`config.mk`:
```
export PLATFORM = sky130hd
export DESIGN_NAME = rf_writeback_buffer
export DESIGN_NICKNAME = d
export VERILOG_FILES = /design/src/rtl/rf_writeback_buffer.sv
export SDC_FILE = /design/constraint.sdc
export NUM_CORES = 1
export LEC_CHECK = 0
export BUFFER_PORTS_ARGS = -buffer_cell sky130_fd_sc_hd__buf_2
export CAP_MARGIN = 20
export CORE_ASPECT_RATIO = 0.7
export CORE_MARGIN = 3
export CORE_UTILIZATION = 60
export DETAILED_ROUTE_END_ITERATION = 10
export PLACE_DENSITY = 0.95
export SLEW_MARGIN = 20
export SYNTH_ARGS = -nofsm -noshare
export SYNTH_HDL_FRONTEND = slang
export SYNTH_SLANG_ARGS = --single-unit
```
`constraint.sdc`:
```
create_clock -name clk -period 7.65 [get_ports clk]
set_input_delay 1.1475 -clock clk [delete_from_list [all_inputs] [get_ports clk]]
set_output_delay 1.1475 -clock clk [all_outputs]
set_load 0.03 [all_outputs]
```
`src/rtl/rf_writeback_buffer.sv`:
```
// rf_writeback_buffer: writeback queue directly upstream of the register file
// write port. Two producers (port 0 = ALU, port 1 = load unit) feed a
// program-ordered circular FIFO. The FIFO drains one entry per cycle into an
// always-accepting RF write port. Readers get combinational forwarding of
// pending values.
//
// Handshake: a transfer happens on a port in any cycle where valid & ready are
// both high at the rising edge. The producer must hold addr/data stable while
// valid & !ready. Ready depends only on the registered count, so a pop in the
// same cycle frees no space. in1_ready also accounts for an in0 transfer in
// the same cycle, and in1 is the younger of the two.
//
// Because the head pops every cycle the FIFO is non-empty, occupancy after
// any edge is at most DEPTH-1 whenever count was non-zero before that edge.
module rf_writeback_buffer #(
  parameter int DATA_WIDTH = 32,
  parameter int NUM_REGS   = 32,
  parameter int ADDR_WIDTH = $clog2(NUM_REGS),
  parameter int DEPTH      = 4,
  parameter int READ_PORTS = 2
) (
  input  logic                             clk,
  input  logic                             rst_n,
  input  logic                             i_in0_valid,
  output logic                             o_in0_ready,
  input  logic [ADDR_WIDTH-1:0]            i_in0_addr,
  input  logic [DATA_WIDTH-1:0]            i_in0_data,
  input  logic                             i_in1_valid,
  output logic                             o_in1_ready,
  input  logic [ADDR_WIDTH-1:0]            i_in1_addr,
  input  logic [DATA_WIDTH-1:0]            i_in1_data,
  output logic                             o_rf_we,
  output logic [ADDR_WIDTH-1:0]            o_rf_waddr,
  output logic [DATA_WIDTH-1:0]            o_rf_wdata,
  input  logic [READ_PORTS*ADDR_WIDTH-1:0] i_fwd_addr,
  output logic [READ_PORTS-1:0]            o_fwd_hit,
  output logic [READ_PORTS*DATA_WIDTH-1:0] o_fwd_data,
  output logic [$clog2(DEPTH):0]           o_count,
  output logic                             o_empty,
  output logic                             o_full
);

  localparam int PTR_W = $clog2(DEPTH);
  localparam int CNT_W = PTR_W + 1;
  localparam logic [CNT_W-1:0] DEPTH_C = CNT_W'(DEPTH);
  localparam logic [CNT_W-1:0] LIMIT_C = CNT_W'(DEPTH - 1);

  logic [ADDR_WIDTH-1:0] r_addr [DEPTH];
  logic [DATA_WIDTH-1:0] r_data [DEPTH];
  logic [DEPTH-1:0]      r_vld;
  logic [PTR_W-1:0]      r_head;
  logic [PTR_W-1:0]      r_tail;
  logic [CNT_W-1:0]      r_count;

  logic                  w_in0_acc;
  logic                  w_in1_acc;
  logic                  w_push0;
  logic                  w_push1;
  logic                  w_pop;
  logic [CNT_W-1:0]      w_cnt_plus;
  logic [PTR_W-1:0]      w_tail1;
  logic [CNT_W-1:0]      w_npush;

  // Ready comes from registered occupancy only. A pop in the same cycle is
  // never credited, so an accept can't overflow even at full.
  assign o_in0_ready = (r_count <= LIMIT_C);
  assign w_in0_acc   = i_in0_valid & o_in0_ready;
  assign w_cnt_plus  = r_count + CNT_W'(w_in0_acc);
  assign o_in1_ready = (w_cnt_plus <= LIMIT_C);
  assign w_in1_acc   = i_in1_valid & o_in1_ready;

  // Writes to r0 are consumed by the handshake but never queued.
  assign w_push0 = w_in0_acc & (i_in0_addr != '0);
  assign w_push1 = w_in1_acc & (i_in1_addr != '0);
  assign w_pop   = (r_count != '0);

  // in1 lands right behind in0 when both enqueue; otherwise it takes the tail.
  assign w_tail1 = r_tail + PTR_W'(w_push0);
  assign w_npush = CNT_W'(w_push0) + CNT_W'(w_push1);

  // FIFO storage, pointers and occupancy.
  always_ff @(posedge clk or negedge rst_n) begin
    if (!rst_n) begin
      for (int i = 0; i < DEPTH; i++) begin
        r_addr[i] <= '0;
        r_data[i] <= '0;
      end
      r_vld   <= '0;
      r_head  <= '0;
      r_tail  <= '0;
      r_count <= '0;
    end else begin
      if (w_pop) begin
        r_vld[r_head] <= 1'b0;
        r_head        <= r_head + PTR_W'(1);
      end
      if (w_push0) begin
        r_addr[r_tail] <= i_in0_addr;
        r_data[r_tail] <= i_in0_data;
        r_vld[r_tail]  <= 1'b1;
      end
      if (w_push1) begin
        r_addr[w_tail1] <= i_in1_addr;
        r_data[w_tail1] <= i_in1_data;
        r_vld[w_tail1]  <= 1'b1;
      end
      r_tail  <= r_tail + PTR_W'(w_push0) + PTR_W'(w_push1);
      r_count <= r_count + w_npush - CNT_W'(w_pop);
    end
  end

  // Drain: present the head entry to the RF whenever anything is queued.
  always_comb begin
    o_rf_we    = w_pop;
    o_rf_waddr = '0;
    o_rf_wdata = '0;
    if (w_pop) begin
      o_rf_waddr = r_addr[r_head];
      o_rf_wdata = r_data[r_head];
    end
  end

  // Forwarding: walk entries from oldest to youngest so the youngest match
  // overrides. r0 never hits.
  always_comb begin
    o_fwd_hit  = '0;
    o_fwd_data = '0;
    for (int k = 0; k < READ_PORTS; k++) begin
      for (int i = 0; i < DEPTH; i++) begin
        if ((i_fwd_addr[k*ADDR_WIDTH +: ADDR_WIDTH] != '0) &&
            r_vld[r_head + PTR_W'(i)] &&
            (r_addr[r_head + PTR_W'(i)] == i_fwd_addr[k*ADDR_WIDTH +: ADDR_WIDTH])) begin
          o_fwd_hit[k]                         = 1'b1;
          o_fwd_data[k*DATA_WIDTH +: DATA_WIDTH] = r_data[r_head + PTR_W'(i)];
        end
      end
    end
  end

  assign o_count = r_count;
  assign o_empty = (r_count == '0);
  assign o_full  = (r_count == DEPTH_C);

endmodule
```
# Word-level counts from Yosys, hierarchy flattened
# Index checks and enable logic that the tools add are counted.
# W data, S select, Z words.
op_classes:
  n_addsub: 9
  mul: 0
  div_mod_pow: 0
  n_lt_le_gt_ge: 19
  eq_ne: 9
  n_shift: 0
  muxes: 75
  bitwise: 14
  n_reduce_logical: 27
op_table:
  columns: ["cell", "n"]
  rows:
  - ["$mux W32", 19]
  - ["$bmux W32 S2", 4]
  - ["$bwmux W128", 2]
  - ["$mux W128", 2]
  - ["$demux W32 S2", 2]
  - ["$mux W5", 11]
  - ["$bmux W5 S2", 4]
  - ["$bwmux W20", 2]
  - ["$eq A5 B5 Y1", 8]
  - ["$mux W20", 2]
  - ["$logic_and A1 B1 Y1", 21]
  - ["$demux W5 S2", 2]
  - ["$reduce_bool A5 Y1", 4]
  - ["$ge A3 B3 Y1 const B", 6]
  - ["$lt A2 B3 Y1 const B", 6]
  - ["$not A2 Y3", 6]
  - ["$mux W1", 15]
  - ["$mux W4", 3]
  - ["$bmux W1 S2", 4]
  - ["$or A4 B4 Y4", 2]
  - ["$demux W1 S2", 3]
  - ["$ge A2 B1 Y1 const B", 3]
  - ["$le A3 B2 Y1 const B", 2]
  - ["$lt A3 B1 Y1 const B", 2]
  - ["other kinds (13)", 18]
word_totals:
  register_bits: 159
  latchBits: 0
  ram_bits: 0
  romBits: 0
  input_bits: 88
  elab_cells: 165
  mem_count: 0

# Logic depth before layout (Yosys ltp)
# Gate-level depths: netlist (run 1).
logic_depth:
  depth_word: 11
  ltp_mapped: 17
  mapped_depth_nobuf: 14

# Least setup slack after synthesis (run 1)
# No wires, ideal clock.
synth_timing:
  path_type: "register -> output"
  from: "register r_head[0]"
  to: "output o_fwd_data[30]"
  arrival_time_ns: 4.375
  required_ns: 6.503
  slack_ns: 2.127
  path_stages_with_launch: 17
  path_buffers: 8
  cell_sequence: "dfrtp_1 > buf_6 > buf_6 > buf_4 > buf_2 > buf_2 > inv_1 > ha_1 > buf_2 > buf_4 > mux4_2 > xor2_1 > nor4_4 > buf_2 > and3_1 > a31oi_1 > a211oi_1"
synth_between:
  elab_chain_cells: 10
  elab_cells_between_ends: 55
  cone_classes: "add/sub: 3; eq/ne: 4; mux: 36; bitwise: 4; reduce/logical: 8"
synth_rtl:
  columns: ["item", "line_no", "text"]
  rows:
  - ["from (decl)", "51", "logic [PTR_W-1:0] r_head;"]
  - ["from (signal assigned)", "95", "r_head <= r_head + PTR_W'(1);"]
  - ["$add A2 B1 Y2 or $not A2 Y3 (tied branches)", "131, 132, 134", null]
  - ["$not A2 Y3 (implied by the code) or $bmux W5 S2 (tied branches)", "132, 134", null]
  - ["$bmux W5 S2 or $mux W5 (tied branches)", "132", "(r_addr[r_head + PTR_W'(i)] == i_fwd_addr[k*ADDR_WIDTH +: ADDR_WIDTH])) begin"]
  - ["$mux W5 (implied by the code)", "132", null]
  - ["$mux W5 (implied by the code) or $eq A5 B5 Y1 (tied branches)", "132", null]
  - ["$eq A5 B5 Y1 or $logic_and A1 B1 Y1 (tied branches)", "132, 131", null]
  - ["$logic_and A1 B1 Y1 or $mux W32 (tied branches)", "131, 130", null]
  - ["$mux W32 (2 in series)", "130", "if ((i_fwd_addr[k*ADDR_WIDTH +: ADDR_WIDTH] != '0) &&"]
  - ["$mux W32 (*)", "130", null]
  - ["to (decl)", "37", "output logic [READ_PORTS*DATA_WIDTH-1:0] o_fwd_data,"]
# Mark *: on every way between the ends. The rest lies on a longest branch, timed or not. The select of a mux whose other input is x is not followed.

# Final worst setup path (run 1)
layout_timing:
  from: "register r_head[0]"
  to: "output o_fwd_data[56]"
# The elaborated chain is that of the path after synthesis.

==> results.ini, run 1 <==
[status]
status=completed

[worst_setup_path]
r2r_setup_slack_ns=3.63
crit_required_ns=6.50
arrival_ns=5.41
crit_path_max_fanout=35
critPathCaptureType=output port
start_kind=register
crit_type=reg -> out

[synthesis]
ys_seq_area_frac=0.283
postSynthAreaPerCell_um2=10.3
yosys_warnings=0
synth_flop_cell=dfrtp_1
synth_cell_types=48
syn_nets=1466
asyncSetResetFlopFracSynth=1.00
syn_inst=1366
yosys-top-cells-area=dfrtp_1 (28%), mux4_2 (24%), mux2i_1 (13%), nand2_1 (5.9%), o21ai_0 (5.3%)
synth-edff-count=0
synth_area_um2=14000
synth_top_area_frac=0.283
synth.largest_area_cell=dfrtp_1
yosys_register_bits=159

[timing]
slew_viol_final=0
finalCriticalPeriod_ns=6.55
finalCritPeriodShare=0.857
fin_setup_tns_ns=0
rsz0062_at_grt=no
holdWs_ns=0.580
relSlewSlack=0.239
worst_slew_pin_slew_ns=1.14
fin_skew_ns=0.0124
hold_violations=0
finalSetupViolations=0
max_freq_ghz=0.153

[global_route]
grt_pass1_vias=12917
grt_pass1_wl_um=72300
grt_max_degree=95
gr-total-overflow=0
antenna_found_initial=7
track_usage=0.366

[placed_design]
gp_congestion=0.911
numPortBuffers=198
dp_hpwl_um=28900

[floorplan]
pin_count=199
core.rowCount=46
die_w_um=189
die_h_um=134
dieArea_um2=25300
design.core.area_um2=22800
initial_core_util=0.615

[clock_network]
cts-resized-gates=0
htree_levels=4
numClockSinks=159
postCtsHoldBufs=0
clk-insertion-delay-late_ns=0.45
cts_tree=done
cts_setup_buffers=0
root_buffer=clkbuf_16
clock_path_buffers=2
path_clk_slew_ns=0.07
cts_buffers=17

[detailed_routing]
drt_first_pass_iters=6
route.met2.wl_um=20800
drt_iter0_drc=1905
drc_errors=0
via_count=13165
post_drt_via_cell_ratio=7.33
dr.max_layer_used=met5
m1WireLength_um=16000
wl_met3_um=7700
totalWireLength_um=46300
ant_nets=0
routedWlPerCell_um=25.8

[pwr]
peakVddDrop_mv=0.567
p_leak_nw=6.31
power_density_nw_per_um2=550

[final_layout]
final_net_count=1570
layout-drive-gt1-share=0.306
area_growth_pct=12.3

[run]
max_cap_viol_count=0

[worst_hold_path]
hp-class=reg -> reg

[layout make-up]
cell class,count,area (µm²)
multi-input cells,1058,9510
fillers,1629,7080
flip-flops and latches,159,3990
repair buffers,221,1180
clock buffers,24,502
well taps,312,390
clock inverters,8,151
inverters,13,48.8
diodes,2,5.00
[placed cells by master (no fill, tap or decap), types with 3 or more instances in the layout]
cell type | Yosys | final
nand3_1 | 8 | 7
a211o_1 | 4 | 4
nor2_1 | 45 | 41
clkbuf_16 | 0 | 17
a211oi_2 | 29 | 29
or4_1 | 4 | 4
nor2_4 | 1 | 5
bufinv_16 | 0 | 4
xnor2_1 | 34 | 34
inv_1 | 13 | 12
mux4_2 | 149 | 149
nand4_1 | 7 | 7
o21ai_0 | 150 | 150
dfrtp_1 | 159 | 157
buf_4 | 5 | 21
clkinv_4 | 0 | 3
xor2_1 | 11 | 11
o211ai_1 | 3 | 3
a211oi_1 | 8 | 8
clkbuf_8 | 0 | 5
ha_1 | 10 | 9
and2_1 | 4 | 4
nor2b_1 | 34 | 34
nand3b_1 | 3 | 3
a31oi_1 | 30 | 30
mux2i_1 | 179 | 179
and3_1 | 31 | 30
buf_6 | 6 | 3
nand2_1 | 220 | 220
buf_2 | 36 | 197
nor3_1 | 38 | 36
o221ai_1 | 29 | 29
[through the flow]
| step | utilization | cell area [µm²] | setup slack, ns | instances | total power (W) |
|---|---|---|---|---|---|
| 4_1_cts | 0.689 | 15700 | 1.36 | 1795 | 0.00854 |
| 3_5_place_dp | 0.661 | 15100 | 1.89 | 1763 | 0.00752 |
| 3_3_place_gp | 0.661 | 15100 | 2.00 | 1763 | 0.00725 |
| 5_1_grt | 0.690 | 15800 | 0.990 | 1797 | 0.00911 |
| 2_1_floorplan | - | 14000 | 2.13 | 1366 | 0.00612 |
| 6_report | 0.690 | 15800 | 1.10 | 1797 | 0.00868 |
[cell families (layout without fill, tap and decap cells)]
| logic type | count (synthesis) | after routing | synth area share |
|---|---|---|---|
| compound gates | 261 | 261 | 0.124 |
| xor+xnor | 45 | 45 | 0.0281 |
| fa+ha+maj | 12 | 12 | 0.0118 |
| buf+inv | 149 | 266 | 0.0476 |
| flops | 159 | 159 | 0.283 |
| mux | 332 | 332 | 0.372 |
| other cells | 0 | 2 | 0 |
| simple gates | 408 | 408 | 0.133 |
[path summary, 6_finish.rpt]
kind,from,endpoint,cells after the start
min in group asynchronous,rst_n,r_data[17],1
max in group asynchronous,rst_n,r_head[1],2
setup reg to reg,o_count[2],r_data[50],13
hold reg to reg,r_vld[1],r_vld[1],1
setup / recovery,r_head[0],o_fwd_data[56],10
hold / removal,r_vld[1],r_vld[1],1
[registers in the layout, indices dropped and copies added, names as in the netlist]
name and flops:
o_count 3, r_data 128, r_addr 20, r_head 2, r_tail 2, r_vld 4
[synth_stat cells, types with 2 or more instances]
cell and count:
o211ai_1 3, mux4_1 2, nor4b_1 2, nor2b_1 34, fa_1 2, nand3_1 8
or2_2 2, xor2_1 11, ha_1 10, a211oi_2 29, xnor2_1 34, a211o_1 4
dfrtp_1 159, o21ai_0 150, inv_1 13, a31oi_1 30, buf_1 2, clkbuf_1 87
and3_1 31, a211oi_1 8, nor3_1 38, or4_1 4, buf_2 36, a21oi_1 2
buf_4 5, mux2i_1 179, or3_1 2, nand4_1 7, nand3b_1 3, o221ai_1 29
buf_6 6, mux2_2 2, and2_1 4, nor4_1 2, nand2_1 220, nor2_1 45
o21a_1 2, mux4_2 149
[critical path: stages, from the launching register on]
cell	delay, ns
dfrtp_4	0.79
inv_1	0.24
ha_4	0.71
mux4_2	0.63
xnor2_1	0.18
nand4_1	0.17
nor2_4	0.65
buf_4	0.51
a211oi_1	0.14
a211oi_1	0.58
buf_2	0.31
[per-layer routing]
layer | GRT usage | vias to the layer above
met5 | 0 | -
met4 | 0.165 | 10
met3 | 0.141 | 213
met2 | 0.542 | 1306
met1 | 0.483 | 6265
li1 | - | 5371
[report_power, final]
part | total, W | switching, W | internal, W
combinational | 0.00583 | 0.00330 | 0.00253
sequential | 0.00189 | 0.000621 | 0.00127
clock | 0.000959 | 0.000367 | 0.000592
total | 0.00868 | 0.00429 | 0.00439
Power figures use the tool's default switching activity.
==> run 2: changes to the inputs <==
Settings changed: GPL_ROUTABILITY_DRIVEN from default to 0, PLACE_DENSITY 0.95 to 0.86.
==> results.ini, run 2 (synthesis gave the netlist of run 1 again) <==
[status]
status=completed  ; unchanged

[global_route]
track_usage=0.362  ; was 0.366
grt_max_degree=158  ; was 95
grt_pass1_vias=12765  ; was 12917
antenna_found_initial=5  ; was 7
gr-total-overflow=0  ; unchanged
grt_pass1_wl_um=71300  ; was 72300 µm

[detailed_routing]
drc_errors=0  ; unchanged
routedWlPerCell_um=25.7  ; was 25.8 µm
drt_iter0_drc=1939  ; was 1905
drt_first_pass_iters=7  ; was 6
ant_nets=0  ; unchanged
via_count=13083  ; was 13165
post_drt_via_cell_ratio=7.26  ; was 7.33
totalWireLength_um=46300  ; about the same

[timing]
rsz0062_at_grt=no  ; unchanged
worst_slew_pin_slew_ns=1.17  ; was 1.14 ns
hold_violations=0  ; unchanged
slew_viol_final=0  ; unchanged
finalCritPeriodShare=0.821  ; was 0.857
finalSetupViolations=0  ; unchanged
fin_skew_ns=0.00564  ; was 0.0124 ns
max_freq_ghz=0.159  ; was 0.153 GHz
finalCriticalPeriod_ns=6.28  ; was 6.55 ns
fin_setup_tns_ns=0  ; unchanged
relSlewSlack=0.220  ; was 0.239

[final_layout]
final_common_cell=nand2_1  ; unchanged
top_register=r_data  ; unchanged
top_regs=r_data x128, r_addr x20, r_vld x4  ; unchanged
area_growth_pct=12.7  ; was 12.3%
final_util=0.693  ; was 0.690
largest_reg_flops=128  ; unchanged
final_net_count=1571  ; was 1570
final_cell_mix=nand2_1 (220), buf_2 (197), mux2i_1 (179)  ; unchanged
layout-drive-gt1-share=0.308  ; was 0.306

[worst_setup_path]
critPathCaptureType=output port  ; unchanged
crit_type=reg -> out  ; unchanged
arrival_ns=5.13  ; was 5.41 ns
critPathTopFamily=simple AND/OR/NAND/NOR gates  ; was buffers and inverters
path_buf_inv=3  ; unchanged
cp_cell_sequence=inv_1, ha_4, mux4_2, xor2_1, nor4_4, nand2_1, buf_4, a31oi_1, a211oi_2, buf_2  ; was inv_1, ha_4, mux4_2, xnor2_1, nand4_1, nor2_4, buf_4, a211oi_1, a211oi_1, buf_2
start_kind=register  ; unchanged
rr_worst_depth=12  ; was 13
r2r-end=r_data[117]  ; was r_data[50]
cpPeakStageDelay_ns=0.90  ; was 0.79 ns
cp_slowest_cell=nor4_4  ; was dfrtp_4
crit_path_max_fanout=39  ; was 35
regToRegStartpoint=o_count[2]  ; unchanged
crit_required_ns=6.50  ; about the same
r2r_setup_slack_ns=4.00  ; was 3.63 ns

[pwr]
p_seq_frac=0.211  ; was 0.218
clkPwrFrac=0.115  ; was 0.110
p_int_w=0.00444  ; was 0.00439 W
swShare=0.492  ; was 0.494
power_density_nw_per_um2=552  ; was 550 nW/µm²
switching_power_w=0.00430  ; was 0.00429 W
peakVddDrop_mv=0.462  ; was 0.567 mV
pwr-share-comb=0.675  ; was 0.672
p_leak_nw=6.33  ; was 6.31 nW

[worst_hold_path]
whs_path_depth=1  ; unchanged
hp-class=reg -> reg  ; unchanged
hp-start=r_vld[1]  ; unchanged
min_to=r_vld[1]  ; unchanged

[clock_network]
clk-insertion-delay-late_ns=0.45  ; about the same
htree_levels=4  ; unchanged
cts_tree=done  ; unchanged
clock_path_buffers=2  ; unchanged
root_buffer=clkbuf_16  ; unchanged
cts_buffers=17  ; unchanged
cts-resized-gates=0  ; unchanged
numClockSinks=159  ; unchanged
postCtsHoldBufs=0  ; unchanged
cts_setup_buffers=0  ; unchanged
path_clk_slew_ns=0.07  ; about the same

[run]
max_cap_viol_count=0  ; unchanged

[floorplan]
dieArea_um2=25300  ; unchanged
pin_count=199  ; unchanged
initial_core_util=0.615  ; unchanged
design.core.area_um2=22800  ; unchanged
core.rowCount=46  ; unchanged
die_w_um=189  ; unchanged
die_h_um=134  ; unchanged

[placed_design]
numPortBuffers=198  ; unchanged
dp_hpwl_um=29000  ; was 28900 µm

## run 2: cell types whose count changed in the layout (fill, tap and decap cells not counted)
cell,before,now
buf_12,0,1
buf_16,0,1
buf_4,21,22
buf_6,3,1
bufinv_16,4,6
clkbuf_1,2,0
clkbuf_8,5,1
clkinv_2,1,3
clkinvlp_4,0,1
diode_2,2,5
inv_6,0,1
nor4b_2,1,2
nor4b_4,1,0
## run 2: worst max-delay path by stage
stage                          from             end  depth (start not counted)
after floorplan           r_head[0]  o_fwd_data[30]                         16
after global placement    r_head[0]   o_fwd_data[5]                          8
after global routing      r_head[0]  o_fwd_data[13]                         10
after CTS                 r_head[0]  o_fwd_data[13]                         10
after detailed placement  r_head[0]  o_fwd_data[31]                         10
final                     r_head[0]  o_fwd_data[13]                         10
## run 2: area by class of cell
| cell class | instances | area, µm² |
|---|---|---|
| flip-flops and latches | 159 | 3990 |
| clock buffers | 18 | 439 |
| clock inverters | 14 | 238 |
| multi-input cells | 1058 | 9500 |
| well taps | 312 | 390 |
| repair buffers | 222 | 1210 |
| inverters | 13 | 48.8 |
| fillers | 1663 | 7020 |
| diodes | 5 | 12.5 |
## run 2: power groups by stage
stage          sequential [W]  clock [W]  combinational [W]
5_1_grt               0.00188    0.00104            0.00624
4_1_cts               0.00180    0.00100            0.00579
3_5_place_dp          0.00179          0            0.00574
2_1_floorplan         0.00162          0            0.00450
3_3_place_gp          0.00173          0            0.00556
6_report              0.00184    0.00100            0.00589
## run 2: metrics by stage
step	total power (W)	cell area, µm²	cells	hold WS [ns]	setup WS [ns]
global placement	0.00729	15100	1763	0.536	2.16
global route	0.00915	15800	1798	0.589	1.23
floorplan	0.00612	14000	1366	0.506	2.13
detailed placement	0.00753	15100	1763	0.550	2.02
finish	0.00873	15800	1801	0.583	1.37
CTS	0.00859	15800	1795	0.569	1.44
## run 2: per-layer routing
metal,track usage,vias up,share of wire
li1,-,5371,-
met1,0.501,6351,0.37
met2,0.541,1173,0.45
met3,0.112,184,0.14
met4,0.141,4,0.033
met5,0,-,0.00058
